==> config.mk <==
export PLATFORM = sky130hd
export DESIGN_NAME = mem_access_unit_flat
export DESIGN_NICKNAME = d
export VERILOG_FILES = /design/src/rtl/mem_pkg.sv /design/src/rtl/mem_access_unit_if.sv /design/src/rtl/mem_align_ext.sv /design/src/rtl/mem_access_unit.sv /design/src/flat_wrapper.sv
export SDC_FILE = /design/constraint.sdc
export NUM_CORES = 1
export LEC_CHECK = 0
export ABC_AREA = 1
export CAP_MARGIN = 20
export CORE_ASPECT_RATIO = 1.5
export CORE_MARGIN = 2
export CORE_UTILIZATION = 43
export CTS_CLUSTER_DIAMETER = 100
export DETAILED_ROUTE_END_ITERATION = 8
export HOLD_SLACK_MARGIN = 0.08
export PLACE_DENSITY = 0.88
export SYNTH_ARGS = -nofsm -noshare
export SYNTH_HDL_FRONTEND = slang
export SYNTH_SLANG_ARGS = --single-unit
==> constraint.sdc <==
create_clock -name clock -period 3.6 [get_ports clock]
set_input_delay 0.54 -clock clock [delete_from_list [all_inputs] [get_ports clock]]
set_output_delay 0.54 -clock clock [all_outputs]
set_load 0.05 [all_outputs]
==> src/rtl/mem_pkg.sv <==
// Shared definitions for the MEM-stage load/store unit: data width, RV32I
// load/store funct3 codes, FSM state encoding and request-decode helpers.
package mem_pkg;

  localparam int XLEN = 32;

  localparam logic [2:0] F3_B  = 3'b000;
  localparam logic [2:0] F3_H  = 3'b001;
  localparam logic [2:0] F3_W  = 3'b010;
  localparam logic [2:0] F3_BU = 3'b100;
  localparam logic [2:0] F3_HU = 3'b101;

  typedef enum logic [1:0] {
    ST_IDLE  = 2'd0,
    ST_READ  = 2'd1,
    ST_WRITE = 2'd2,
    ST_RESP  = 2'd3
  } state_t;

  // Stores have no unsigned variants, so only B/H/W are legal for them.
  function automatic logic f3_valid(input logic is_store, input logic [2:0] f3);
    logic ok;
    ok = 1'b0;
    case (f3)
      F3_B, F3_H, F3_W: ok = 1'b1;
      F3_BU, F3_HU:     ok = !is_store;
      default:          ok = 1'b0;
    endcase
    return ok;
  endfunction

  function automatic logic misaligned(input logic [2:0] f3, input logic [1:0] off);
    logic bad;
    bad = 1'b0;
    if (f3[1:0] == 2'b10) bad = (off != 2'b00);
    if (f3[1:0] == 2'b01) bad = off[0];
    return bad;
  endfunction

endpackage

==> src/rtl/mem_access_unit_if.sv <==
// Bundle of the pipeline request/response handshake and the data-RAM port
// of the load/store unit. The unit is the slave, pipeline + RAM the master.
interface mem_access_unit_if #(
  parameter int ADDR_W = 16
);
  import mem_pkg::*;

  // Handshake: a request transfers on the rising edge where req_valid and
  // req_ready are both 1; req_* are don't-care otherwise. resp_valid is a
  // single-cycle pulse with no back-pressure; resp_error qualifies it.
  logic              req_valid;
  logic              req_ready;
  logic              req_write;
  logic [2:0]        req_funct3;
  logic [XLEN-1:0]   req_addr;
  logic [XLEN-1:0]   req_store_data;

  logic              resp_valid;
  logic              resp_error;
  logic [XLEN-1:0]   resp_load_data;

  logic              ram_write_enable;
  logic [ADDR_W-1:0] ram_endereco;
  logic [XLEN-1:0]   ram_data_in;
  logic [XLEN-1:0]   ram_data_out;

  modport slave (
    input  req_valid, req_write, req_funct3, req_addr, req_store_data,
    input  ram_data_out,
    output req_ready, resp_valid, resp_error, resp_load_data,
    output ram_write_enable, ram_endereco, ram_data_in
  );

  modport master (
    output req_valid, req_write, req_funct3, req_addr, req_store_data,
    output ram_data_out,
    input  req_ready, resp_valid, resp_error, resp_load_data,
    input  ram_write_enable, ram_endereco, ram_data_in
  );

endinterface

==> src/rtl/mem_align_ext.sv <==
// Combinational lane logic: extracts and extends the addressed byte/half of a
// RAM word for loads, and merges store data into that word for sb/sh.
module mem_align_ext
  import mem_pkg::*;
(
  input  logic [2:0]      funct3_i,
  input  logic [1:0]      byte_off_i,
  input  logic [XLEN-1:0] word_i,
  input  logic [XLEN-1:0] store_data_i,
  output logic [XLEN-1:0] load_data_o,
  output logic [XLEN-1:0] merged_o
);

  logic [7:0]  byte_lane;
  logic [15:0] half_lane;

  always_comb begin
    byte_lane = word_i[{byte_off_i, 3'b000} +: 8];
    half_lane = word_i[{byte_off_i[1], 4'b0000} +: 16];

    load_data_o = '0;
    case (funct3_i)
      F3_B:    load_data_o = {{24{byte_lane[7]}}, byte_lane};
      F3_H:    load_data_o = {{16{half_lane[15]}}, half_lane};
      F3_W:    load_data_o = word_i;
      F3_BU:   load_data_o = {24'h0, byte_lane};
      F3_HU:   load_data_o = {16'h0, half_lane};
      default: load_data_o = '0;
    endcase

    // word_i is the old RAM word here, so untouched lanes are preserved.
    merged_o = word_i;
    case (funct3_i)
      F3_B:    merged_o[{byte_off_i, 3'b000} +: 8]     = store_data_i[7:0];
      F3_H:    merged_o[{byte_off_i[1], 4'b0000} +: 16] = store_data_i[15:0];
      F3_W:    merged_o = store_data_i;
      default: merged_o = word_i;
    endcase
  end

endmodule

==> src/rtl/mem_access_unit.sv <==
// MEM-stage load/store unit in front of a word-wide RAM without byte enables:
// validates requests, maps byte to word addresses, does RMW for sb/sh.
module mem_access_unit
  import mem_pkg::*;
#(
  parameter int ADDR_W = 16
) (
  input  logic             clock,
  input  logic             reset,
  mem_access_unit_if.slave bus,
  output state_t           dbg_state_o
);

  state_t              state_q;
  logic                write_q;
  logic                err_q;
  logic [2:0]          f3_q;
  logic [ADDR_W+1:0]   addr_q;
  logic [XLEN-1:0]     data_q;

  logic                req_err;
  logic [XLEN-1:0]     load_ext;
  logic [XLEN-1:0]     merged;

  always_comb begin
    req_err = !f3_valid(bus.req_write, bus.req_funct3)
           || misaligned(bus.req_funct3, bus.req_addr[1:0])
           || (|bus.req_addr[XLEN-1:ADDR_W+2]);
  end

  // Only the in-range address bits are kept; the rest are checked at accept.
  always_ff @(posedge clock) begin
    if (reset) begin
      state_q <= ST_IDLE;
      write_q <= 1'b0;
      err_q   <= 1'b0;
      f3_q    <= '0;
      addr_q  <= '0;
      data_q  <= '0;
    end else begin
      case (state_q)
        ST_IDLE: begin
          if (bus.req_valid) begin
            write_q <= bus.req_write;
            err_q   <= req_err;
            f3_q    <= bus.req_funct3;
            addr_q  <= bus.req_addr[ADDR_W+1:0];
            data_q  <= bus.req_store_data;
            if (req_err)
              state_q <= ST_RESP;
            else if (bus.req_write && bus.req_funct3 == F3_W)
              state_q <= ST_WRITE;
            else
              state_q <= ST_READ;
          end
        end
        ST_READ:  state_q <= write_q ? ST_WRITE : ST_RESP;
        ST_WRITE: state_q <= ST_RESP;
        ST_RESP:  state_q <= ST_IDLE;
        default:  state_q <= ST_IDLE;
      endcase
    end
  end

  mem_align_ext u_align (
    .funct3_i     (f3_q),
    .byte_off_i   (addr_q[1:0]),
    .word_i       (bus.ram_data_out),
    .store_data_i (data_q),
    .load_data_o  (load_ext),
    .merged_o     (merged)
  );

  // Write enable is gated by reset so an aborted RMW never reaches the RAM.
  always_comb begin
    bus.req_ready        = (state_q == ST_IDLE);
    bus.resp_valid       = (state_q == ST_RESP);
    bus.resp_error       = (state_q == ST_RESP) && err_q;
    bus.resp_load_data   = ((state_q == ST_RESP) && !err_q && !write_q) ? load_ext : '0;
    bus.ram_write_enable = (state_q == ST_WRITE) && !reset;
    bus.ram_endereco     = (state_q == ST_READ || state_q == ST_WRITE)
                           ? addr_q[ADDR_W+1:2] : '0;
    bus.ram_data_in      = (state_q == ST_WRITE) ? merged : '0;
    dbg_state_o          = state_q;
  end

endmodule

==> src/flat_wrapper.sv <==
// flat-port wrapper written by rule: the top's interface ports become plain ports
module mem_access_unit_flat import mem_pkg::*;
#(
  parameter int ADDR_W = 16
)
  (clock, reset, dbg_state_o, bus_req_valid, bus_req_write, bus_req_funct3, bus_req_addr, bus_req_store_data, bus_ram_data_out, bus_req_ready, bus_resp_valid, bus_resp_error, bus_resp_load_data, bus_ram_write_enable, bus_ram_endereco, bus_ram_data_in);
  mem_access_unit_if #(.ADDR_W(ADDR_W)) bus_i ();
  input  logic clock;
  input  logic reset;
  output state_t dbg_state_o;
  input wire logic [$bits(bus_i.req_valid)-1:0] bus_req_valid;
  input wire logic [$bits(bus_i.req_write)-1:0] bus_req_write;
  input wire logic [$bits(bus_i.req_funct3)-1:0] bus_req_funct3;
  input wire logic [$bits(bus_i.req_addr)-1:0] bus_req_addr;
  input wire logic [$bits(bus_i.req_store_data)-1:0] bus_req_store_data;
  input wire logic [$bits(bus_i.ram_data_out)-1:0] bus_ram_data_out;
  output wire logic [$bits(bus_i.req_ready)-1:0] bus_req_ready;
  output wire logic [$bits(bus_i.resp_valid)-1:0] bus_resp_valid;
  output wire logic [$bits(bus_i.resp_error)-1:0] bus_resp_error;
  output wire logic [$bits(bus_i.resp_load_data)-1:0] bus_resp_load_data;
  output wire logic [$bits(bus_i.ram_write_enable)-1:0] bus_ram_write_enable;
  output wire logic [$bits(bus_i.ram_endereco)-1:0] bus_ram_endereco;
  output wire logic [$bits(bus_i.ram_data_in)-1:0] bus_ram_data_in;
  assign bus_i.req_valid = bus_req_valid;
  assign bus_i.req_write = bus_req_write;
  assign bus_i.req_funct3 = bus_req_funct3;
  assign bus_i.req_addr = bus_req_addr;
  assign bus_i.req_store_data = bus_req_store_data;
  assign bus_i.ram_data_out = bus_ram_data_out;
  assign bus_req_ready = bus_i.req_ready;
  assign bus_resp_valid = bus_i.resp_valid;
  assign bus_resp_error = bus_i.resp_error;
  assign bus_resp_load_data = bus_i.resp_load_data;
  assign bus_ram_write_enable = bus_i.ram_write_enable;
  assign bus_ram_endereco = bus_i.ram_endereco;
  assign bus_ram_data_in = bus_i.ram_data_in;
  mem_access_unit #(.ADDR_W(ADDR_W)) u_core (.clock(clock), .reset(reset), .bus(bus_i), .dbg_state_o(dbg_state_o));
endmodule
==> flow_summary.ini, run 1 <==
[routing]
wl_met2_um = 8520
dr_wl_met3_um = 1270
drt-met1-wl_um = 6420
maxUsedRoutingLayer = met4
wl_per_cell_um = 15.4
post-route-drc-count = 0
postRouteAntennaNets = 0
first_pass_iters = 5
drt_iter0_drc = 712
via_per_inst = 5.32
vias = 5822
drt_wl_total_um = 16900

[setup_path]
critPathTopFamily = simple AND/OR/NAND/NOR gates
arrival_ps = 2850
r2r_slack_ps = 1640
timing.rr.start = u_core.dbg_state_o[0]
max_stage_delay_ps = 610
path_cells = inv_2 > nor3_4 > buf_4 > inv_1 > nand2_1 > a21oi_1 > a21oi_1 > buf_12
r2r_cells = 9
cp_slowest_cell = nor3_4
r2r-end = u_core.dbg_state_o[0]
critPathMaxFanout = 17
crit_top_cell = a21oi_1
worstPathRequired_ps = 3060
cp.depth = 8
crit_type = flip-flop to output pin
worstSetupStartpointType = flip-flop
cp_num_buf_inv = 4
cp-end-kind = output pin

[logic_synthesis]
synth_cell_types = 31
syn_area_per_cell_um2 = 5.76
yosysTopAreaCell = dfxtp_1
synthesis.nets = 896
ys_top_cells_by_area = dfxtp_1 25%, nand2_1 23%, a21oi_1 13%, inv_1 6.6%, o21ai_0 5.7%
yosysWarnings = 0
seq_area_frac_synth_pct = 25.3
post_synth_instance_area_um2 = 4520
netlist.area_leader.share_pct = 25.3
syn_inst = 784
ys_ff_latch = 57

[finish]
final_cell_mix = 274 x nand2_1, 130 x clkdlybuf4s50_1, 121 x a21oi_1, 79 x inv_1, 57 x buf_12
drive_above_1_share_pct = 12.5
final_nets = 1061
layout-area-overhead-vs-synth_pct = 62.9
final_common_cell = nand2_1
num_antenna_cells = 0

[floorplanning]
dieWidth_um = 87.7
num_rows = 45
core_area_um2 = 10200
die-height_um = 130
fp.dieArea_um2 = 11400
initial_core_util_pct = 44.3
io_pins = 189

[power]
p_per_area_nw_per_um2 = 564
combPwrFrac_pct = 55.7
peakVddDrop_mv = 0.682
seqPwrFrac_pct = 20.2
p_sw_share_pct = 45.2
internal_power_w = 0.00228
total_power_w = 0.00415
pwr-share-clk_pct = 24.1
power.switching_w = 0.00187
leakage_nw = 3.20

[hold_path]
hold_depth = 2
min_path_type = flip-flop to flip-flop
hp-start = u_core.addr_q[6]
holdPathEnd = u_core.addr_q[6]

[clock_network]
cts_resized = 0
clock_path_buffers = 2
clk_pin_slew_worst_paths_ps = 50
cts_max_level = 3
clock_sinks = 57
numCtsBuffers = 9
cts_root_buffer = clkbuf_16
post-cts-setup-buffers = 0
cts_tree = yes
clkLatencyLatePin_ps = 320
cts_hold_buf = 0

[timing]
fin_crit_sh_pct = 94.0
worst_slack_ps = 215
max_freq_mhz = 295
setup_viol = 0
period_minus_slack_ps = 3390
drv_slew = 0
slew_headroom_pct = 48.0
rsz0062_at_grt = false
finalSetupTns_ps = 0
skew_ps = 2.17
hold_viol_final = 0
tightest_slew_ps = 778

[placement]
place_ws_ps = 451
gp_congestion = 0.919
hpwl_um = 12500
io_buffer_count = 188

[flow_run]
drv_cap = 0

[run_status]
status = finished, final reports clean

[global_route]
antenna_found_initial = 0
overflow = 0
grt_pass1_vias = 5761
grt_pass1_wl_um = 27400
grt_start_max_net_pins = 63
grt_use_total_pct = 30.1
-- stage by stage --
| step | hold WS (ps) | util (%) | instances | instance area (um^2) |
|---|---|---|---|---|
| floorplan | 445 | - | 784 | 4520 |
| global placement | 452 | 68.7 | 1079 | 7000 |
| detailed placement | 457 | 68.7 | 1079 | 7000 |
| CTS | 467 | 72.2 | 1095 | 7350 |
| global route | 486 | 72.2 | 1095 | 7360 |
| finish | 464 | 72.2 | 1095 | 7360 |
-- logic make-up after synthesis --
kind of cell | synth area share (%)
and+or+nand+nor | 34.3
AOI/OAI and AO/OA | 25.7
buffers and inverters | 12.2
DFF | 25.3
adders and majority gates | 2.49
-- power groups by stage --
stage	logic (W)	clock network [W]	registers, W
after floorplan	0.00143	0	0.000834
after global placement	0.00226	0	0.000837
after detailed placement	0.00227	0	0.000842
after CTS	0.00229	0.00101	0.000833
after global routing	0.00249	0.00104	0.000847
final	0.00231	0.00100	0.000840
-- worst max path at each step --
stage                                     start                     end  slack, ps
after detailed placement   bus_ram_data_out[31]  bus_resp_load_data[14]        450
after global placement     bus_ram_data_out[31]  bus_resp_load_data[11]        510
after CTS                        u_core.f3_q[1]      bus_ram_data_in[8]        250
after floorplan           u_core.dbg_state_o[1]  bus_resp_load_data[24]        520
final                            u_core.f3_q[1]      bus_ram_data_in[8]        210
after global routing             u_core.f3_q[1]   bus_resp_load_data[2]         40
-- cells in the mapped netlist --
master    number
a211oi_1       6
a21oi_1      121
a21oi_2       15
a31oi_1        8
and2_4         1
buf_1          2
buf_2          6
buf_4          2
buf_6          6
clkbuf_1      30
clkinv_1       1
dfxtp_1       57
ha_1           9
inv_1         79
inv_2          5
nand2_1      275
nand2_2        1
nand2_4        2
nand3_1       41
nand3_2        3
nand3b_1       1
nand4_1        1
nor2_1        39
nor2_4         2
nor3_1         5
nor3_4         1
o211ai_1       8
o21ai_0       51
o21ai_1        3
or2_1          1
or2_2          2
-- routing by layer --
layer  global-route usage (%)  up-vias
met5                        0        -
met4                     15.2        0
met3                     5.35       50
met2                     52.0      317
met1                     35.2     2602
li1                         -     2853
-- cell type report --
class	instances	area [um^2]
fillers	795	2840
multi-input cells	596	2830
repair buffers	200	2540
flip-flops and latches	57	1140
inverters	85	319
clock buffers	12	256
well taps	141	176
clock inverters	4	98.8
-- tightest hold or removal path, stage by stage (launching register included) --
cell	delay (ps)
dfxtp_1	300
nand2_1	60
a21oi_1	50
-- flip-flops by register name, indices dropped and copies added (netlist names) --
| register | cells |
|---|---|
| u_core.addr_q | 18 |
| u_core.dbg_state_o | 2 |
| u_core.f3_q | 3 |
| u_core.data_q | 32 |
| u_core.err_q | 1 |
| u_core.write_q | 1 |
Note: power is estimated with default switching activity, not from simulation.
==> run 2: changes to the inputs <==
PLACE_DENSITY = 0.83   (was 0.88)
SYNTH_HIERARCHICAL = 1   (was default)
==> run 2 against run 1 <==
Compared with the run above: fmax rose by 2.6%; clock skew barely moved; sequential cell count did not move; synthesized cell count rose by 49%; clock power fell by 22%; critical path depth rose by 3; utilization fell by 7.4 points; final area rose by 15%; clock-buffer cell count did not move; routed wire length rose by 26%; critical endpoint is now bus_ram_data_in[19].
==> flow_summary.ini, run 2 <==
[run_status]
status = finished, final reports clean

[finish]
fin_cells = 1482
fillers = 1178
layout-area-overhead-vs-synth_pct = 46.4
final_common_cell = nand2_1
final_nets = 1431
drive_above_1_share_pct = 7.94
multi_input_area_um2 = 3610
largest_reg_flops = 32
top_regs = u_core/data_q (32), u_core/addr_q (18), u_core/f3_q (3)
seqCellArea_um2 = 1140
num_antenna_cells = 0
top_register = u_core/data_q
final_cell_mix = 437 x nand2_1, 259 x nor2_1, 181 x inv_1, 131 x clkdlybuf4s50_1, 56 x dfxtp_1

[global_route]
overflow = 0
antenna_found_initial = 0
grt_pass1_vias = 7230
grt_start_max_net_pins = 67
grt_pass1_wl_um = 34300
grt_use_total_pct = 29.2

[power]
total_power_w = 0.00443
p_per_area_nw_per_um2 = 523
peakVddDrop_mv = 0.516
leakage_nw = 4.25

[timing]
skew_ps = 2.08
hold_slack_ps = 463
rsz0062_at_grt = false
drv_slew = 0
tightest_slew_ps = 711
period_minus_slack_ps = 3300
hold_viol_final = 0
fin_crit_sh_pct = 91.7
max_freq_mhz = 303
setup_viol = 0
finalSetupTns_ps = 0
slew_headroom_pct = 52.6

[routing]
wl_per_cell_um = 14.3
vias = 7568
post-route-drc-count = 0
via_per_inst = 5.11
drt_iter0_drc = 664
drt_wl_total_um = 21200
first_pass_iters = 5
postRouteAntennaNets = 0

[logic_synthesis]
seq_area_frac_synth_pct = 19.7
ys_ff_latch = 57
synth_cell_types = 22
synthFlopType = dfxtp_1
yosysWarnings = 6
syn_inst = 1171
synthesis.nets = 1283
yosysTopAreaCell = nand2_1
synth_edf_count = 0
synth_most_common_cell = nand2_1
async_flop_share_pct = 0
synthTopCellsByCount = 437 x nand2_1, 260 x nor2_1, 181 x inv_1
syn_area_per_cell_um2 = 4.94
ys_top_cells_by_area = nand2_1 28%, dfxtp_1 20%, nor2_1 17%, inv_1 12%, a21oi_1 4.7%
post_synth_instance_area_um2 = 5790
netlist.area_leader.share_pct = 28.3

[clock_network]
cts_tree = yes
post-cts-setup-buffers = 0
clk_pin_slew_worst_paths_ps = 50
clock_path_buffers = 2
clkLatencyLatePin_ps = 320
clock_sinks = 57
cts_resized = 0
numCtsBuffers = 9
cts_hold_buf = 0
cts_root_buffer = clkbuf_16
cts_max_level = 3

[setup_path]
crit_type = flip-flop to output pin
critPathMaxFanout = 10
worstSetupStartpointType = flip-flop
cp-end-kind = output pin
arrival_ps = 2760
worstPathRequired_ps = 3060

[floorplanning]
fp.dieArea_um2 = 14400
initial_core_util_pct = 44.2
io_pins = 189
dieWidth_um = 98.7
die-height_um = 146
num_rows = 51
core_area_um2 = 13100

[placement]
gp_congestion = 0.975
io_buffer_count = 188
dp_cells = 1467
hpwl_um = 15900

[flow_run]
drv_cap = 0

[hold_path]
min_path_type = flip-flop to flip-flop
## run 2: cell count changes after synthesis, sizes merged, moves of 8 or more
cell	delta
buf	+31
inv	+101
a31oi	-8
o21ai	-35
nand2	+161
a21oi	-82
nor2	+220
nand4	+15
clkbuf	-10
## run 2: kinds of logic after synthesis
| kind of cell | after synthesis | share of synthesized area, % |
|---|---|---|
| buffers and inverters | 253 | 18.0 |
| AOI/OAI and AO/OA | 86 | 8.58 |
| DFF | 57 | 19.7 |
| and+or+nand+nor | 766 | 51.8 |
| adders and majority gates | 9 | 1.95 |
## run 2: area by class of cell
type | count | area share (%)
Timing Repair Buffer | 204 | 30.0
Tap cell | 159 | 2.35
Inverter | 186 | 8.24
Multi-Input combinational cell | 861 | 42.6
Clock buffer | 12 | 3.15
Clock inverter | 3 | 0.177
Sequential cell | 57 | 13.5
## run 2: worst max-delay path, stage by stage, from the launching register on
cell	delay, ps
dfxtp_1	450
inv_1	180
ha_1	490
inv_2	160
nor2_1	490
nand2_1	130
nand2_1	90
nand2_1	60
nand3_1	80
nand2_1	50
inv_1	110
buf_12	140
## run 2: per-stage QoR
step           setup slack (ps)  util, %  instance area, um^2
2_1_floorplan               708        -                 5790
6_report                    300     64.8                 8470
4_1_cts                     323     64.8                 8470
3_5_place_dp                488     62.6                 8190
3_3_place_gp                534     62.6                 8190
5_1_grt                    65.4     64.8                 8470
## run 2: worst paths after layout
kind                                            start                   to  slack, ps  depth (start not counted)
worst min register to register      u_core/data_q[16]    u_core/data_q[16]        460                          2
worst min-delay path                u_core/data_q[16]    u_core/data_q[16]        460                          2
worst max-delay path                 u_core/addr_q[0]  bus_ram_data_in[19]        300                         11
worst max register to register  u_core/dbg_state_o[0]     u_core/data_q[2]       1780                          7
## run 2: per-layer routing
metal  global-route usage [%]  vias to the layer above  part of all wire (%)
met3                     4.83                       98                   8.3
li1                         -                     3760                     -
met4                     21.4                        0                   7.6
met5                        0                        -                     0
met1                     31.3                     3304                    35
met2                     50.7                      406                    49
## run 2: report_power, final
| part | total, W | switching, W | internal [W] |
|---|---|---|---|
| Clock | 0.000782 | 0.000270 | 0.000512 |
| Combinational | 0.00283 | 0.00183 | 0.00100 |
| Sequential | 0.000822 | 0.0000913 | 0.000730 |
==> patch 1, RTL diff (flow settings as in run 2) <==
`ADDR_W` is set to 16 in 3 places; all go to 17.
--- a/src/rtl/mem_access_unit_if.sv
+++ b/src/rtl/mem_access_unit_if.sv
@@ -3,3 +3,3 @@
 interface mem_access_unit_if #(
-  parameter int ADDR_W = 16
+  parameter int ADDR_W = 17
 );
--- a/src/rtl/mem_access_unit.sv
+++ b/src/rtl/mem_access_unit.sv
@@ -5,3 +5,3 @@
 #(
-  parameter int ADDR_W = 16
+  parameter int ADDR_W = 17
 ) (
--- a/src/flat_wrapper.sv
+++ b/src/flat_wrapper.sv
@@ -3,3 +3,3 @@
 #(
-  parameter int ADDR_W = 16
+  parameter int ADDR_W = 17
 )
Ports: changed (resized bus_ram_endereco); port bits go from 189 to 190. No check against the original RTL was run, so the function may have changed too.
==> patch 1 against run 2 <==
- clock skew is 0.0036 ns higher
- maximum frequency is 0.22% lower
- design area is 0.49% higher
- setup slack worse by 0.0071 ns
- power is 1.8% higher
- wire length is 2.1% higher
- synthesized area is 0.78% higher
- global-route usage is 0.076 points lower
- first-iteration DRC count is 25% lower
- critical endpoint is now bus_resp_load_data[3]
- sequential cell count is 1 higher
- hold slack worse by 0.00052 ns
==> patch 1: results (changes against run 2) <==
| Metric | Value |
|---|---|
| Distinct cells, synth | 25 (+14%) |
| Total routing usage reported by global routing | 29.1% (-0.076 points) |
| Top Family by Delay on Critical Path | buffers and inverters |
| Vias in the first global route | 6906 (-4.5%) |
| Final HPWL DP | 16300 µm (+2.3%) |
| WP data arrival | 2.77 ns (about the same) |
| First-pass GRT wire length | 34100 µm (-0.58%) |
| Multi-input logic area | 3610 µm² (+0.14%) |
| Largest cells by area after synthesis | nand2_1 28%, dfxtp_1 20%, nor2_1 17% |
| Share of cells above drive strength 1 | 7.86% (-0.076 points) |
| Met1 wire length | 8020 µm (+6.8%) |
| Met2 usage in global routing | 48.0% (-2.7 points) |
| Placed Area | 8210 µm² (+0.27%) |
| DRT iter0 DRCs | 498 (-25%) |
| Syn Nets | 1284 (+0.078%) |
| FILL cells | 1317 (+12%) |
| Status | completed |
| Met2 wire length | 10100 µm (-2.3%) |
| Worst hold endpoint | u_core/data_q[12]$_SDFFE_PP0P_ |
| Number of port buffers | 189 (+0.53%) |
| Crit Reg-Reg Startpoint | u_core/dbg_state_o[0]$_SDFFE_PP0P_ |
| Met3 Usage GRT | 4.88% (+0.048 points) |
| Switching power | 2.25 mW (+2.6%) |
| Register area share after synthesis | 19.9% (+0.19 points) |
| Post-Route WL | 21700 µm (+2.1%) |
| Max_slew headroom | 49.6% (-3.0 points) |
| Critical R2R Capture | u_core/dbg_state_o[0]$_SDFFE_PP0P_ |
| Largest regs | u_core/data_q (32), u_core/addr_q (19), u_core/f3_q (3) |
| Post-CTS setup buffers | 0 (unchanged) |
| Antenna violations before repair | 1 (+1) |
| Max FFs per register | 32 (unchanged) |
| Crit path from | u_core/f3_q[0]$_SDFFE_PP0P_ |
| Clk_skew | 0.00567 ns (+0.00359 ns) |
| Top_reg_cell synth | dfxtp_1 |
| DR vias | 7430 (-1.8%) |
| Clock latency on the worst-skew pair | 0.32 ns (about the same) |
| Top post-synthesis cells by count | 438 x nand2_1, 259 x nor2_1, 178 x inv_1, 58 x dfxtp_1, 55 x a21oi_1 |
| Pin count of the biggest net entering global routing | 64 (-4.5%) |
| Worst Setup EP | bus_resp_load_data[3] |
| Met1 Track Usage GR | 32.5% (+1.3 points) |
| Internal reg-to-reg setup slack | 1.80 ns (+0.02 ns) |
| Slowest stage delay, CP | 0.81 ns (+0.32 ns) |
| Layout Nets | 1430 (-0.070%) |
| DR WL met3 | 1740 µm (-1.6%) |
| Final Wtd Congestion | 0.976 (+0.11%) |
| Critical path's slowest cell | clkdlybuf4s50_1 |
| Peak VDD IR | 0.000545 V (+5.5%) |
| CTS buffer count | 9 (unchanged) |
| Static leakage | 4.24 nW (-0.14%) |
| H-tree depth | 3 (unchanged) |
| CTS Buffer Depth | 2 (unchanged) |
| Hold_sp | u_core/data_q[12]$_SDFFE_PP0P_ |
| Worst-path maximum fanout | 7 (-3) |
| Hold-critical path depth | 2 (unchanged) |
## patch 1: power by group through the flow
stage | combinational (mW) | clock [mW] | sequential [mW]
3_5_place_dp | 2.80 | 0 | 0.855
3_3_place_gp | 2.77 | 0 | 0.851
4_1_cts | 2.81 | 0.848 | 0.843
5_1_grt | 3.08 | 0.876 | 0.861
2_1_floorplan | 1.88 | 0 | 0.834
6_report | 2.83 | 0.839 | 0.845
## patch 1: cell families after synthesis
kind of cell | Yosys count | share of synthesized area [%]
fa+ha+maj | 9 | 1.93
simple gates | 767 | 51.4
buf+inv | 251 | 18.2
flops | 58 | 19.9
compound gates | 87 | 8.52
## patch 1: timing repair
action / 4_1_cts / 5_1_grt
hold buffers: 0 / 0
gates resized for setup: 0 / 1
hold endpoints to repair: 0 / 0
endpoints found under the setup margin: 0 / 8
## patch 1: cell type report
type	instances	share of cell area, %
Multi-Input combinational cell	863	42.4
Timing Repair Buffer	203	29.9
Sequential cell	58	13.7
Inverter	183	8.10
Clock buffer	9	2.65
Tap cell	162	2.38
Clock inverter	7	0.823
Antenna cell	1	0.0294
## patch 1: per-stage QoR
stage	power, mW	hold slack [ns]	setup WS [ns]	std cells
finish	4.51	0.463	0.293	1486
global placement	3.62	0.452	0.482	1469
floorplan	2.72	0.444	0.708	1172
CTS	4.50	0.465	0.192	1485
detailed placement	3.66	0.457	0.465	1469
global route	4.82	0.480	0.0577	1486
## patch 1: worst register-to-register path, stage by stage, from the launching register on
cell and delay, ns:
dfxtp_1 0.40, inv_1 0.09, ha_1 0.28, nand2_2 0.12
buf_4 0.45, nor2_1 0.12, nor2_1 0.12, a21oi_1 0.07
==> patch 2, RTL diff (flow settings as in run 2) <==
Made on the original files. Make the reset (`reset`) asynchronous in one clocked block.
--- a/src/rtl/mem_access_unit.sv
+++ b/src/rtl/mem_access_unit.sv
@@ -31,3 +31,3 @@
   // Only the in-range address bits are kept; the rest are checked at accept.
-  always_ff @(posedge clock) begin
+  always_ff @(posedge clock or posedge reset) begin
     if (reset) begin
Function: differs if reset is asserted again (counterexample within 4 cycles, from zero or initial values and one cycle with reset high); with reset held inactive, the same outputs for 10 cycles.
==> patch 2 against run 2 <==
- non-clock buffer count is 3 higher
- design area rose by 3.0%
- sequential cell count is the same
- critical path depth unchanged
- cell count is essentially flat
- wire length barely moved
- global-route usage shrank 0.25 points
- setup slack better by 0.036 ns
- synthesized area is 2.4% higher
- critical endpoint is now bus_ram_data_in[23]
Power is not compared: it rests on default switching activity, and its combinational part moved more than twofold at a synthesized area within 25%.
==> patch 2: results (changes against run 2) <==
| Metric | Value |
|---|---|
| TritonRoute pass-1 iters | 8 (+3) |
| Pin count of the biggest net entering global routing | 63 (-6.0%) |
| DRT iter0 DRCs | 578 (-13%) |
| Clk_skew | 0.00773 ns (+0.00565 ns) |
| Antenna violations before repair | 1 (+1) |
| FILL cells | 1234 (+4.8%) |
| Placed Area | 8380 µm² (+2.3%) |
| Via/cell ratio | 5.00 (-2.1%) |
| R2R depth | 6 (-1) |
| Post-synthesis compound-gate area fraction | 3.44% (-5.1 points) |
| Max_slew headroom | 42.6% (-10 points) |
| DR vias | 7414 (-2.0%) |
| Vias in the first global route | 6842 (-5.4%) |
| Final Util | 64.8% (about the same) |
| First-pass GRT wire length | 33700 µm (-1.7%) |
| Adder-Cell Fraction of Synth Area | 1.90% (-0.046 points) |
| Total routing usage reported by global routing | 28.9% (-0.25 points) |
| Final HPWL DP | 15900 µm (about the same) |
| Cells after Synth | 1158 (-1.1%) |
| Top post-synthesis cells by count | 491 x nand2_1, 252 x nor2_1, 178 x inv_1, 57 x dfrtp_1, 47 x nand3_1 |
| Distinct cells, synth | 24 (+9.1%) |
| Register area share after synthesis | 24.1% (+4.4 points) |
| Final Wtd Congestion | 0.994 (+2.0%) |
| Placed cell count | 1466 (-0.068%) |
| Layout Nets | 1427 (-0.28%) |
| Top_reg_cell synth | dfrtp_1 |
| DR WL/cell | 14.3 µm (about the same) |
| Ys async rst share | 100% (+100 points) |
| Share of cells above drive strength 1 | 8.11% (+0.17 points) |
| Status | completed |
| Syn Nets | 1270 (-1.0%) |
==> patch 2: cell count changes after synthesis, sizes merged, moves of 2 or more <==
cell    change
buf         +6
nor2        -8
inv         -3
dfrtp      +57
dfxtp      -57
a211oi      -6
a21oi      -50
nand2      +54
o22ai       +2
clkbuf     -12
o21ai       +4
==> patch 2: area by class of cell <==
cell class	instances	area share [%]
antenna	1	0.0287
clock buffer	11	2.78
clock inverter	5	1.18
inverter	183	7.87
multi-input combinational	857	40.0
sequential	57	16.4
tap	162	2.32
timing repair buffer	207	29.5
==> patch 2: logic make-up (layout without fill, tap and decap cells) <==
family | after synthesis | in the layout
DFF | 57 | 57
buffers and inverters | 244 | 406
AOI/OAI and AO/OA | 36 | 36
and+or+nand+nor | 812 | 812
adders and majority gates | 9 | 9
other | 0 | 1
==> patch 2: critical path, cell delays in order (launching register included) <==
cell     delay (ns)
dfrtp_1        0.37
inv_1          0.15
ha_1           0.50
inv_2          0.16
nor2_1         0.53
nand2_1        0.13
nand2_1        0.11
nand2_1        0.06
nand3_1        0.08
nand2_1        0.05
inv_1          0.11
buf_12         0.14
==> patch 2: power by group through the flow <==
stage	clock network, mW	logic, mW	registers (mW)
6_report	0.988	6.26	1.19
5_1_grt	1.03	6.80	1.23
4_1_cts	1.00	6.24	1.19
3_5_place_dp	0	6.21	1.19
3_3_place_gp	0	6.16	1.19
2_1_floorplan	0	4.12	1.14
==> patch 2: final timing paths <==
| path | end | startpoint | slack [ns] |
|---|---|---|---|
| min | u_core/data_q[20]$_DFFE_PP0P_ | u_core/data_q[20]$_DFFE_PP0P_ | 0.47 |
| min in group asynchronous | u_core/addr_q[9]$_DFFE_PP0P_ | reset | 0.66 |
| max in group asynchronous | u_core/data_q[16]$_DFFE_PP0P_ | reset | 2.27 |
| max reg2reg | u_core/data_q[29]$_DFFE_PP0P_ | u_core/dbg_state_o[0]$_DFFE_PP0P_ | 1.74 |
| min reg2reg | u_core/data_q[20]$_DFFE_PP0P_ | u_core/data_q[20]$_DFFE_PP0P_ | 0.47 |
| max | bus_ram_data_in[23] | u_core/addr_q[0]$_DFFE_PP0P_ | 0.34 |
==> patch 2: routing by layer <==
metal / wire length (µm) / GRT usage [%]
met3: 1630 / 5.30
met5: 0 / 0
met1: 7700 / 33.0
met4: 1470 / 18.8
met2: 10400 / 49.0
==> patch 2: metrics by stage <==
step | hold WS (ns) | power [mW]
5_1_grt | 0.494 | 9.07
2_1_floorplan | 0.449 | 5.27
6_report | 0.473 | 8.44
3_3_place_gp | 0.464 | 7.35
4_1_cts | 0.480 | 8.43
3_5_place_dp | 0.465 | 7.40
